`src/rtl/serial_engine_scheduler.sv`:
```
// serial_engine_scheduler: shares one external bit-serial Mealy engine among NREQ requesters, round-robin.
// Define SCHED_FIXED_PRIO_EN to arbitrate by fixed priority (lowest index wins) instead.
module serial_engine_scheduler #(
  parameter int NREQ = 4,
  parameter int DW = 8,
  parameter int IDW = 2
) (
  input  logic                 clk,
  input  logic                 rst,
  input  logic [NREQ-1:0]      req,
  input  logic [NREQ*DW-1:0]   req_data,
  output logic [NREQ-1:0]      req_ack,
  output logic                 eng_x,
  output logic                 eng_rst,
  input  logic                 eng_w,
  output logic                 rsp_valid,
  output logic [IDW-1:0]       rsp_id,
  output logic [DW-1:0]        rsp_data,
  output logic                 busy
);
  localparam int CW = $clog2(DW);
  typedef enum logic [1:0] {IDLE, CLR, SHIFT, DONE} state_t;
  state_t state, state_n;
  logic [DW-1:0] shreg, shreg_n, result, result_n, rsp_data_n;
  logic [CW-1:0] cnt, cnt_n;
  logic [IDW-1:0] id, id_n, rr_ptr, rr_ptr_n, g, idx, rsp_id_n;
  logic [NREQ-1:0] req_ack_n;
  logic eng_x_n, rsp_valid_n, busy_n;
  logic [DW-1:0] words [NREQ];
  for (genvar j = 0; j < NREQ; j++) begin : g_words
    assign words[j] = req_data[j*DW +: DW];
  end
  always_comb begin
    g = '0;
    idx = '0;
`ifdef SCHED_FIXED_PRIO_EN
    for (int i = NREQ - 1; i >= 0; i--) begin
      idx = IDW'(i);
      g = req[idx] ? idx : g;
    end
`else
    // walk backwards from rr_ptr so the nearest set bit after rr_ptr is the last to win
    for (int i = NREQ; i >= 1; i--) begin
      idx = IDW'((int'(rr_ptr) + i) % NREQ);
      g = req[idx] ? idx : g;
    end
`endif
  end
  always_comb begin
    state_n = state;
    shreg_n = shreg;
    result_n = result;
    cnt_n = cnt;
    id_n = id;
    rr_ptr_n = rr_ptr;
    req_ack_n = '0;
    rsp_valid_n = 1'b0;
    rsp_id_n = rsp_id;
    rsp_data_n = rsp_data;
    case (state)
      IDLE: if (|req) begin
        state_n = CLR;
        shreg_n = words[g];
        id_n = g;
        rr_ptr_n = g;
        req_ack_n = NREQ'(1) << g;
      end
      CLR: begin
        state_n = SHIFT;
        cnt_n = '0;
        result_n = '0;
      end
      SHIFT: begin
        result_n[cnt] = eng_w;
        shreg_n = shreg >> 1;
        cnt_n = cnt + 1'b1;
        if (cnt == CW'(DW - 1)) begin
          state_n = DONE;
          rsp_valid_n = 1'b1;
          rsp_data_n = result_n;
          rsp_id_n = id;
        end
      end
      default: state_n = IDLE;
    endcase
    eng_x_n = (state_n == SHIFT) ? shreg_n[0] : 1'b0;
    busy_n = state_n != IDLE;
  end
  always_ff @(posedge clk) begin
    if (rst) begin
      state <= IDLE;
      shreg <= '0;
      result <= '0;
      cnt <= '0;
      id <= '0;
      rr_ptr <= IDW'(NREQ - 1);
      req_ack <= '0;
      eng_x <= 1'b0;
      rsp_valid <= 1'b0;
      rsp_id <= '0;
      rsp_data <= '0;
      busy <= 1'b0;
    end else begin
      state <= state_n;
      shreg <= shreg_n;
      result <= result_n;
      cnt <= cnt_n;
      id <= id_n;
      rr_ptr <= rr_ptr_n;
      req_ack <= req_ack_n;
      eng_x <= eng_x_n;
      rsp_valid <= rsp_valid_n;
      rsp_id <= rsp_id_n;
      rsp_data <= rsp_data_n;
      busy <= busy_n;
    end
  end
  assign eng_rst = rst | (state == CLR);
endmodule

```
`config.mk`:
```
export PLATFORM = sky130hd
export DESIGN_NAME = serial_engine_scheduler
export DESIGN_NICKNAME = d
export VERILOG_FILES = /design/src/rtl/serial_engine_scheduler.sv
export SDC_FILE = /design/constraint.sdc
export NUM_CORES = 1
export LEC_CHECK = 0
export CORE_MARGIN = 5
export CORE_UTILIZATION = 35
export DETAILED_ROUTE_END_ITERATION = 16
export GPL_TIMING_DRIVEN = 1
export PLACE_DENSITY = 0.68
export SLEW_MARGIN = 20
export SYNTH_ARGS = -nofsm -noshare
export SYNTH_HDL_FRONTEND = slang
export SYNTH_SLANG_ARGS = --single-unit
```
`constraint.sdc`:
```
create_clock -name clk -period 2.5 [get_ports clk]
set_input_delay 0.625 -clock clk [delete_from_list [all_inputs] [get_ports clk]]
set_output_delay 0.625 -clock clk [all_outputs]
set_load 0.05 [all_outputs]
```
Word level (Yosys, flattened, before mapping)

Cells that the tools add are included.

Equal/unequal tests: 5
$lt $le $gt $ge: 7
Bitwise operators: 6
Multiplexer cells: 26
Reductions and logical operators: 12
Shift operators: 1
Add/sub/neg operators: 5

Operator list:

| kind                  | count |
|---|---|
| $pmux W8 S2           | 2 |
| $mux W8               | 3 |
| $bmux W8 S2           | 1 |
| $lt A2 B3 Y1 const B  | 4 |
| $mux W2               | 6 |
| $bmux W1 S2           | 4 |
| $bwmux W8             | 1 |
| $mux W1               | 6 |
| $pmux W2 S3           | 1 |
| $pmux W3 S2           | 1 |
| $reduce_and A2 Y1     | 3 |
| $reduce_bool A2 Y1    | 3 |
| $add A2 B1 Y2 const B | 2 |
| $add A2 B2 Y2 const B | 2 |
| $eq A2 B2 Y1 const B  | 2 |
| $lt A3 B4 Y1 const B  | 1 |
| $not A1 Y1            | 4 |
| $reduce_or A2 Y1      | 2 |
| $reduce_or A4 Y1      | 1 |
| $shl A1 B2 Y4 const A | 1 |
| $add A3 B1 Y3 const B | 1 |
| $demux W1 S3          | 1 |
| $eq A3 B3 Y1 const B  | 1 |
| $ge A3 B1 Y1 const B  | 1 |
| other kinds (8)       | 8 |

Input port bits: 39
Output and inout bits: 18
Word-level logic and storage cells: 75
Register bits: 42

Logic depth before layout (Yosys ltp)

Depth after elaboration: 13
Gate-level depth with buffers: 8

Worst setup path after synthesis

OpenSTA, ideal clock, no wires.

Path kind: input-to-reg
Start point: input port req[1]
End point: register shreg[7]
Arrival: 2.030 ns
Required time: 2.421 ns
Path slack: 0.392 ns
Stages on the path: 8
Setup time: 0.079 ns
Buffers on the path: 2
Path through: o211ai_2 o21ai_1 a311o_1 buf_6 or2_0 buf_6 or3_1 o211ai_1

Word-level cells in the longest chain between the ends: 12

Ends and longest elaborated chain:

| what                                       | line | RTL |
|---|---|---|
| start, declared                            | 10   | `input logic [NREQ-1:0] req,` |
| $bmux W1 S2                                | 45   | `g = req[idx] ? idx : g;` |
| $mux W1 (not written as such)              | 45   |  |
| $mux W2 (4 in a row)                       | 45   |  |
| $not A2 Y3 (not written as such)           | 63   | `shreg_n = words[g];` |
| $bmux W8 S2                                | 63   |  |
| $mux W8 (not written as such) (2 in a row) | 63   |  |
| $mux W8                                    | 61   | `IDLE: if (\|req) begin` |
| $pmux W8 S2                                | 60   | `case (state)` |
| end signal, assigned                       | 105  | `shreg <= shreg_n;` |
| end, declared                              | 24   | `logic [DW-1:0] shreg, shreg_n, result, result_n, rsp_data_n;` |

Parallel ways exist; a longest one is shown, timed or not. The select of a mux whose other input is x is not followed.
A chain may end at the register's enable or synchronous reset.

Worst setup path after layout

Start point: input port req[0]
End point: register shreg[7]

The elaborated chain is that of the path after synthesis.

==> out/results.txt <==
Worst path required time: 2720 ps
Layout cells sized above 1: 11.2%
Postcts setup bufs: 0
Slew headroom: 59.5%
Hold_buf cts: 0
Final Max Tran Viols: 0
Cell Pwr Density: 940 nW/um^2
Final Cell Area: 2850 sq um
DP Wirelength: 3.78 mm
Period minus WS final: 2220 ps
Arrival @ worst endpoint: 2440 ps
Critical path peak fanout: 6
First-pass GRT wire length: 7.96 mm
Dpl ws: -34.6 ps
RSZ-0062 raised after global routing: false
Crit path kind: in2reg
Final design utilization: 51.2%
Final-report setup violation count: 0
FF+latch count, synth: 42
Initial antenna violation count: 0
Endpoint class of the critical path: flop
Max IR drop VDD: 0.666 mV
H-tree depth: 2
Worst Skew: 5.09 ps
Seq/Total Area, Yosys: 41.5%
Clk Latency, worst-skew pair: 290 ps
Max stage delay on crit path: 480 ps
Final Hold Viols: 0
CTS root buf: clkbuf_8
Largest area contributor in the netlist: dfxtp_1
Final setup TNS: 0 ps
Fmax: 0.450 GHz
Top post-synthesis cells by area: dfxtp_1 41%, mux2i_1 11%, nor2_1 7.0%
Top cell type's share of synthesized area: 41.5%
Cell chain of the critical path: clkdlybuf4s50_1 > o211ai_2 > o21ai_1 > a311o_1 > or2_0 > or3_1 > o211ai_1
Drt first-iter violations: 113
Main synth FF type: dfxtp_1
Fill cell count: 534
Worst setup margin: 277 ps
Cts repair resizes: 0
Number of top-level pins: 57
Min-Delay Path Class: reg2reg
Drt wl/cell: 13.4 um
Gpl congestion: 0.811
Final period utilization: 88.9%
Core footprint: 5570 sq um
Max cap viols: 0
Async SR Flop Fraction: 0%
Cell variety after synth: 37
Total Wirelength: 4.93 mm
Row count: 27
Placed Instance Area: 2740 sq um
Port-buffer cells: 56
Leakage: 1.10 nW
Initial core utilization: 36.4%
Top-count cell post-synth: dfxtp_1
Syn Inst Count: 232
Number of enable flip-flop cells after synthesis: 0
DIE AREA: 7420 sq um
Mapped Area: 2030 sq um
Largest net degree at the start of global routing: 45
Worst-margin pin slew: 607 ps
Total power: 0.00268 W
Reg clk slew, reported paths: 80 ps
Status: complete, no violations
Vias/cell: 4.83
First-pass detailed-route iteration total: 4
List of most frequent post-synthesis cells: 42 x dfxtp_1, 38 x nor2_1, 22 x mux2i_1, 21 x nand2_1, 19 x a21oi_1
Syn_nets: 277
CTS tree: built
Die height: 86.1 um
Clock Path Buffers: 2
Routed via count: 1772
Gr ovfl total: 0
Area grow syn2layout: 40.7%
TritonCTS buffer count: 5
CP max stage cell: clkdlybuf4s50_1
Width of the die: 86.1 um
Final Net Count: 340
Ant diodes: 0
DR DRC count: 0
DRT antenna net count: 0
CTS sink cnt: 42
Tot GR Track Use: 13.5%
Syn_area_per_cell: 8.74 sq um
Synth warn: 0
Startpoint types: primary input
Number of global-route vias before repair: 1747
kinds of logic (layout without fill, tap and decap cells):
kind of cell | Yosys count | after routing | share of synthesized area [%]
simple gates | 90 | 90 | 20.9
compound gates | 48 | 48 | 16.5
flops | 42 | 42 | 41.5
mux | 25 | 25 | 12.5
buf+inv | 21 | 84 | 4.87
fa+ha+maj | 6 | 6 | 3.70
final cells by class:
cell class | count | area [sq um] | area share [%]
inverters | 5 | 18.8 | 0.658
flip-flops and latches | 42 | 841 | 29.5
clock buffers | 6 | 82.6 | 2.89
repair buffers | 72 | 703 | 24.6
well taps | 72 | 90.1 | 3.16
multi-input cells | 169 | 1090 | 38.1
clock inverters | 1 | 30.0 | 1.05
registers in the layout, indices dropped and copies added (netlist names):
name and cells:
rr_ptr 2, state 2, result 8, cnt 3, req_ack 4, busy 1
rsp_valid 1, rsp_id 2, id 2, eng_x 1, rsp_data 8, shreg 8
final timing paths:
check                 from         to  slack (ps)  depth (start not counted)
setup / recovery    req[0]   shreg[7]         280                          7
hold reg to reg      id[0]  rsp_id[0]         450                          2
hold / removal       id[0]  rsp_id[0]         450                          2
setup reg to reg  state[0]   shreg[7]         700                          7
placed cells by master, fill, tap and decap left out, types with 2 or more instances in the layout:
master,instances
clkdlybuf4s50_1,55
dfxtp_1,42
nor2_1,38
mux2i_1,22
nand2_1,21
a21oi_1,19
buf_4,15
a211oi_1,8
ha_1,6
clkbuf_8,6
inv_1,5
nor3b_1,5
nor2b_1,5
o221ai_1,5
nor3_1,4
nand3b_1,4
a32oi_1,4
nand2b_1,3
nand3_1,3
mux2_2,3
or2_2,2
o21ai_1,2
o22ai_1,2
buf_12,2
metal layers:
metal,wire length [um],vias to the layer above,global-route usage [%]
met1,2190,795,15.6
li1,-,946,-
met2,2560,24,25.3
met5,0,-,0
met3,110,7,2.02
met4,63,0,3.74
critical path: cells and delay by family:
kind | cells | cell delay [ps]
AO/OA/AOI/OAI | 4 | 650
AND/OR/NAND/NOR | 2 | 700
buffers and inverters | 1 | 480
report_power, final:
part	total, W	internal (W)	switching, W
Combinational	0.00125	0.000585	0.000666
Sequential	0.000897	0.000805	0.0000922
Clock	0.000536	0.000319	0.000217
stage by stage:
step	std cells	hold slack, ps
3_5_place_dp	360	446
2_1_floorplan	232	432
3_3_place_gp	360	440
4_1_cts	367	457
6_report	367	454
5_1_grt	367	487
No activity file was read; power rests on OpenSTA's default activity.
